`src/rtl/aes_dec_pkg.sv`:
```
// Shared AES decryption constants, FSM state type and GF(2^8) helpers.
package aes_dec_pkg;

    localparam int unsigned AES_STATE_W  = 128;
    localparam int unsigned AES_COL_W    = 32;
    localparam int unsigned AES_NUM_COLS = 4;
    localparam logic [7:0]  GF_POLY      = 8'h1B;

    typedef enum logic [1:0] {
        IDLE,
        BUSY,
        DONE
    } inv_mc_state_t;

    // Multiply by x modulo x^8 + x^4 + x^3 + x + 1
    function automatic logic [7:0] xtime(input logic [7:0] b);
        return {b[6:0], 1'b0} ^ (b[7] ? GF_POLY : 8'h00);
    endfunction

    function automatic logic [7:0] gf_mul9(input logic [7:0] b);
        logic [7:0] x2, x4, x8;
        x2 = xtime(b);
        x4 = xtime(x2);
        x8 = xtime(x4);
        return x8 ^ b;
    endfunction

    function automatic logic [7:0] gf_mulb(input logic [7:0] b);
        logic [7:0] x2, x4, x8;
        x2 = xtime(b);
        x4 = xtime(x2);
        x8 = xtime(x4);
        return x8 ^ x2 ^ b;
    endfunction

    function automatic logic [7:0] gf_muld(input logic [7:0] b);
        logic [7:0] x2, x4, x8;
        x2 = xtime(b);
        x4 = xtime(x2);
        x8 = xtime(x4);
        return x8 ^ x4 ^ b;
    endfunction

    function automatic logic [7:0] gf_mule(input logic [7:0] b);
        logic [7:0] x2, x4, x8;
        x2 = xtime(b);
        x4 = xtime(x2);
        x8 = xtime(x4);
        return x8 ^ x4 ^ x2;
    endfunction

endpackage

```
`src/rtl/inv_mix_col_unit.sv`:
```
// Combinational InvMixColumns on one 32-bit column, row 0 in the MSB byte.
module inv_mix_col_unit
    import aes_dec_pkg::*;
(
    input  logic [AES_COL_W-1:0] col_i,
    output logic [AES_COL_W-1:0] col_o
);

    logic [7:0] a0, a1, a2, a3;

    assign a0 = col_i[31:24];
    assign a1 = col_i[23:16];
    assign a2 = col_i[15:8];
    assign a3 = col_i[7:0];

    // Row r = 0e*a_r ^ 0b*a_(r+1) ^ 0d*a_(r+2) ^ 09*a_(r+3)
    assign col_o = {
        gf_mule(a0) ^ gf_mulb(a1) ^ gf_muld(a2) ^ gf_mul9(a3),
        gf_mule(a1) ^ gf_mulb(a2) ^ gf_muld(a3) ^ gf_mul9(a0),
        gf_mule(a2) ^ gf_mulb(a3) ^ gf_muld(a0) ^ gf_mul9(a1),
        gf_mule(a3) ^ gf_mulb(a0) ^ gf_muld(a1) ^ gf_mul9(a2)
    };

endmodule

```
`src/rtl/inv_mix_col_seq.sv`:
```
// Column-serial InvMixColumns sequencer with valid/ready ports and final-round bypass.
// Define INV_MIX_COL_DUAL_EN to process two columns per BUSY cycle.
module inv_mix_col_seq
    import aes_dec_pkg::*;
#(
    parameter int unsigned NUM_COLS = AES_NUM_COLS,
    parameter int unsigned COL_W    = AES_COL_W
) (
    input  logic                      clk,
    input  logic                      rst,
    input  logic                      in_valid,
    output logic                      in_ready,
    input  logic [NUM_COLS*COL_W-1:0] in_state,
    input  logic                      in_bypass,
    output logic                      out_valid,
    input  logic                      out_ready,
    output logic [NUM_COLS*COL_W-1:0] out_state,
    output logic                      busy
);

    localparam int unsigned STATE_W = NUM_COLS * COL_W;
    localparam int unsigned CNT_W   = (NUM_COLS > 1) ? $clog2(NUM_COLS) : 1;
`ifdef INV_MIX_COL_DUAL_EN
    localparam int unsigned UNITS   = 2;
`else
    localparam int unsigned UNITS   = 1;
`endif
    localparam int unsigned LAST_COL = NUM_COLS - UNITS;

    inv_mc_state_t        state_q, state_d;
    logic [CNT_W-1:0]     col_q, col_d;
    logic [STATE_W-1:0]   work_q, work_d;
    logic [STATE_W-1:0]   out_state_q, out_state_d;
    logic                 in_ready_q, in_ready_d;
    logic                 out_valid_q, out_valid_d;
    logic                 busy_q, busy_d;

    logic [COL_W-1:0]     col_a, res_a;
`ifdef INV_MIX_COL_DUAL_EN
    logic [COL_W-1:0]     col_b, res_b;
`endif

    // Select the work column(s) addressed by the counter
    always_comb begin
        col_a = '0;
`ifdef INV_MIX_COL_DUAL_EN
        col_b = '0;
`endif
        for (int unsigned c = 0; c < NUM_COLS; c++) begin
            if (CNT_W'(c) == col_q) col_a = work_q[STATE_W-1-COL_W*c -: COL_W];
`ifdef INV_MIX_COL_DUAL_EN
            if (CNT_W'(c) == col_q + CNT_W'(1)) col_b = work_q[STATE_W-1-COL_W*c -: COL_W];
`endif
        end
    end

    inv_mix_col_unit u_unit_a (
        .col_i (col_a),
        .col_o (res_a)
    );

`ifdef INV_MIX_COL_DUAL_EN
    inv_mix_col_unit u_unit_b (
        .col_i (col_b),
        .col_o (res_b)
    );
`endif

    // Next-state and registered-output logic
    always_comb begin
        state_d     = state_q;
        col_d       = col_q;
        work_d      = work_q;
        out_state_d = out_state_q;

        case (state_q)
            IDLE: begin
                if (in_valid && in_ready_q) begin
                    work_d = in_state;
                    if (in_bypass) begin
                        out_state_d = in_state;
                        state_d     = DONE;
                    end else begin
                        col_d   = '0;
                        state_d = BUSY;
                    end
                end
            end
            BUSY: begin
                for (int unsigned c = 0; c < NUM_COLS; c++) begin
                    if (CNT_W'(c) == col_q) out_state_d[STATE_W-1-COL_W*c -: COL_W] = res_a;
`ifdef INV_MIX_COL_DUAL_EN
                    if (CNT_W'(c) == col_q + CNT_W'(1)) out_state_d[STATE_W-1-COL_W*c -: COL_W] = res_b;
`endif
                end
                if (col_q == CNT_W'(LAST_COL)) begin
                    col_d   = '0;
                    state_d = DONE;
                end else begin
                    col_d = col_q + CNT_W'(UNITS);
                end
            end
            DONE: begin
                if (out_ready) state_d = IDLE;
            end
            default: state_d = IDLE;
        endcase

        in_ready_d  = (state_d == IDLE);
        out_valid_d = (state_d == DONE);
        busy_d      = (state_d == BUSY);
    end

    always_ff @(posedge clk) begin
        if (rst) begin
            state_q     <= IDLE;
            col_q       <= '0;
            work_q      <= '0;
            out_state_q <= '0;
            in_ready_q  <= 1'b0;
            out_valid_q <= 1'b0;
            busy_q      <= 1'b0;
        end else begin
            state_q     <= state_d;
            col_q       <= col_d;
            work_q      <= work_d;
            out_state_q <= out_state_d;
            in_ready_q  <= in_ready_d;
            out_valid_q <= out_valid_d;
            busy_q      <= busy_d;
        end
    end

    assign in_ready  = in_ready_q;
    assign out_valid = out_valid_q;
    assign out_state = out_state_q;
    assign busy      = busy_q;

endmodule

```
`config.mk`:
```
export PLATFORM = sky130hd
export DESIGN_NAME = inv_mix_col_seq
export DESIGN_NICKNAME = d
export VERILOG_FILES = /design/src/rtl/aes_dec_pkg.sv /design/src/rtl/inv_mix_col_unit.sv /design/src/rtl/inv_mix_col_seq.sv
export SDC_FILE = /design/constraint.sdc
export NUM_CORES = 1
export LEC_CHECK = 0
export BUFFER_PORTS_ARGS = -buffer_cell sky130_fd_sc_hd__buf_2
export CAP_MARGIN = 20
export CELL_PAD_IN_SITES_DETAIL_PLACEMENT = 1
export CELL_PAD_IN_SITES_GLOBAL_PLACEMENT = 2
export CORE_ASPECT_RATIO = 0.7
export CORE_MARGIN = 3
export CORE_UTILIZATION = 33
export CTS_CLUSTER_SIZE = 16
export DETAILED_ROUTE_END_ITERATION = 6
export HOLD_SLACK_MARGIN = 0.05
export MAX_ROUTING_LAYER = met4
export PLACE_DENSITY_LB_ADDON = 0.1
export SETUP_SLACK_MARGIN = 0.15
export SKIP_CTS_REPAIR_TIMING = 1
export SYNTH_ARGS = -nofsm -noshare
export SYNTH_HDL_FRONTEND = slang
export SYNTH_SLANG_ARGS = --single-unit
```
`constraint.sdc`:
```
create_clock -name clk -period 4.8 [get_ports clk]
set_clock_uncertainty 0.2 [all_clocks]
set_input_delay 0.72 -clock clk [delete_from_list [all_inputs] [get_ports clk]]
set_output_delay 0.72 -clock clk [all_outputs]
set_load 0.01 [all_outputs]
```
==> results.yml <==
setup_path:
  end_kind: "flip-flop"
  rr_worst_depth: 10
  crit_type: "flip-flop to flip-flop"
  r2r-start: "col_q[0]"
  crit_required_ns: 5.09
  startpoint_type: "flip-flop"
  crit_top_cell: "xnor3_1"
  arrival_ns: 4.82
  cp_slowest_stage_delay_ns: 0.51
  reg2reg_slack_ns: 0.27
  slowest_stage: "xnor3_1"
  path_cells: "ha_2 -> buf_4 -> o31a_1 -> and2_1 -> xnor3_1 -> xor2_1 -> xnor3_1 -> xnor2_1 -> nand2_1 -> a211oi_1"
  r2r-end: "out_state[117]"
  path_max_fanout: 24
floorplanning:
  core-area_um2: 39100
  die_w_um: 246
  rows: 60
  die-area_um2: 42900
  start_util_pct: 34.1
  dieHeight_um: 174
  ioPinCount: 264
finish:
  area_growth_pct: 22.6
  drive_gt1_share_pct: 22.2
  final_nets: 1979
  design_area_um2: 16300
  fillers: 4723
  ff_latch_area_um2: 5270
  multi_input_area_um2: 7550
routing:
  antenna_left: 0
  first_iter_violations: 1122
  via_per_inst: 5.48
  dr_total_vias: 13100
  firstDrtPassIters: 5
  finalWirelength_um: 63000
  drc: 0
  routedWlPerCell_um: 26.3
logic_synthesis:
  synth_seq_area_share_pct: 39.5
  netlist_area_um2: 13300
  synth_common_cells: "nand2_1, dfxtp_1, a21oi_1, nor2_1, xnor2_1"
  synth.top_cell.area_share_pct: 39.5
  synth-seq-cells: 263
  yosys.area_share.simple_pct: 17.8
  synth_top_family_by_area: "compound AO/OA/AOI/OAI gates"
  synth_xor_area_share_pct: 15.1
  synthFlopType: "dfxtp_1"
  synth_top_cells_by_area: "dfxtp_1, a21oi_1, nand2_1"
  syn-num-nets: 1751
  synth-async-reset-ratio_pct: 0
  syn_inst: 1614
  yosys_warnings: 0
  synth_compound_area_share_pct: 21.7
  synth_edf_count: 0
  synth-adder-area-share_pct: 0.376
  synth.avg_cell_area_um2: 8.26
  yosysTopAreaCell: "dfxtp_1"
  muxShareOfSynthArea_pct: 0.761
  yosysUniqueCellTypes: 62
  synth_most_common_cell: "nand2_1"
power_and_ir_drop:
  power_density_nw_per_um2: 417
  ir_drop_uv: 301
  power_w: 0.00682
  leakagePower_nw: 6.46
worst_hold_path:
  hold-path-endpoint: "work_q[107]"
  holdCritStartpoint: "in_state[107]"
  hold_depth: 3
  min_path_type: "primary input to flip-flop"
timing:
  finalCritPeriodShare_pct: 94.4
  finalSetupViolCount: 0
  slew_viol_final: 0
  clock.fmax_mhz: 221
  period_minus_slack_ns: 4.53
  rsz0062_at_grt: "false"
  setup_ws_ns: 0.268
  worst_pin_slew_ns: 0.959
  slew-limit-headroom_pct: 35.6
  fin_tns_setup_ns: 0
  hold_viol_final: 0
  holdWs_ns: 0.190
clock_tree:
  cts.sinks: 263
  htree_levels: 1
  clock_latency_ns: 0.58
  clockRootBuffer: "clkbuf_16"
  cts_buffers: 29
  clkSlewWorstSetupHoldPaths_ns: 0.06
  cts_tree: "built"
  clk_path_buf_depth: 3
global_routing:
  grt_pass1_vias: 12800
  antenna_found_initial: 3
  grt_overflow: 0
  grt_pass1_wl_um: 90400
  grt_usage_pct: 29.4
  grt_max_degree: 141
place:
  dp_hpwl_um: 48000
  gp_congestion: 0.971
  io_buffer_count: 263
  placed_area_um2: 15400
  dp_slack_ns: 0.104
status:
  status: "complete, no violations"
flow_run:
  cap_violations: 0
stage by stage:
stage / cells / utilization (%)
3_3_place_gp: 2337 / 39.3
4_1_cts: 2389 / 41.6
6_report: 2392 / 41.8
5_1_grt: 2391 / 41.8
2_1_floorplan: 1614 / -
3_5_place_dp: 2337 / 39.3
area by class of cell:
cell class	instances	area share [%]
clock buffer	39	4.92
tap	527	4.03
inverter	16	0.368
antenna	2	0.0306
timing repair buffer	331	11.5
clock inverter	13	0.704
multi-input combinational	1201	46.2
sequential	263	32.2
registers in the layout, summed over array words and instances, names as in the netlist:
name,flops
busy,1
col_q,2
in_ready,1
out_state,128
out_valid,1
state_q,2
work_q,128
metal layers:
metal,global-route usage [%],share of wire [%],up-vias
li1,-,-,6014
met1,47.2,53,6681
met2,38.9,40,370
met3,4.29,5.8,42
met4,3.00,0.96,0
met5,-,0,-
cells by family after synthesis:
logic type	count (synthesis)
fa+ha+maj	4
flops	263
simple gates	552
mux	10
xor+xnor	184
compound gates	451
buf+inv	150
power breakdown:
part | internal (W) | switching [W] | leakage, nW
combinational | 0.000898 | 0.00123 | 3.85
sequential | 0.00235 | 0.000124 | 2.15
clock | 0.00123 | 0.000989 | 0.457
worst max-delay path: cells and delay by family, from the launching register on:
kind / cells / cell delay [ns]
compound gates: 2 / 0.65
xor+xnor: 4 / 1.42
fa+ha+maj: 1 / 0.50
simple gates: 2 / 0.80
buf+inv: 1 / 0.41
flops: 1 / 0.45
how the worst max path moves through the flow:
stage          startpoint             end  depth (start not counted)
2_1_floorplan    col_q[0]   out_state[14]                         12
3_3_place_gp     col_q[0]   out_state[19]                         13
3_5_place_dp     col_q[0]  out_state[115]                         13
4_1_cts          col_q[0]  out_state[115]                         13
5_1_grt          col_q[0]  out_state[116]                         13
6_report         col_q[0]  out_state[117]                         10
cells in the final DEF (no fill, tap or decap), types with 5 or more instances in the layout:
cell	synthesis	routed
nand2_1	317	317
dfxtp_1	263	263
buf_2	13	262
a21oi_1	244	244
nor2_1	141	141
xnor2_1	124	123
a211oi_1	78	77
buf_4	9	64
nand3b_1	44	44
xor2_1	31	31
clkbuf_16	0	29
o41ai_1	28	28
xnor3_1	25	25
o21ai_0	18	18
inv_1	15	15
a2bb2oi_1	11	11
nand2b_1	12	11
mux2i_1	9	9
o211ai_1	8	8
and3_1	8	8
o22ai_1	8	8
clkinv_2	0	8
o311a_1	7	7
nor2b_1	7	6
a22oi_2	5	6
a22oi_1	7	6
clkbuf_1	107	6
a31oi_1	5	5
clkbuf_8	0	5
Power figures use the tool's default switching activity.
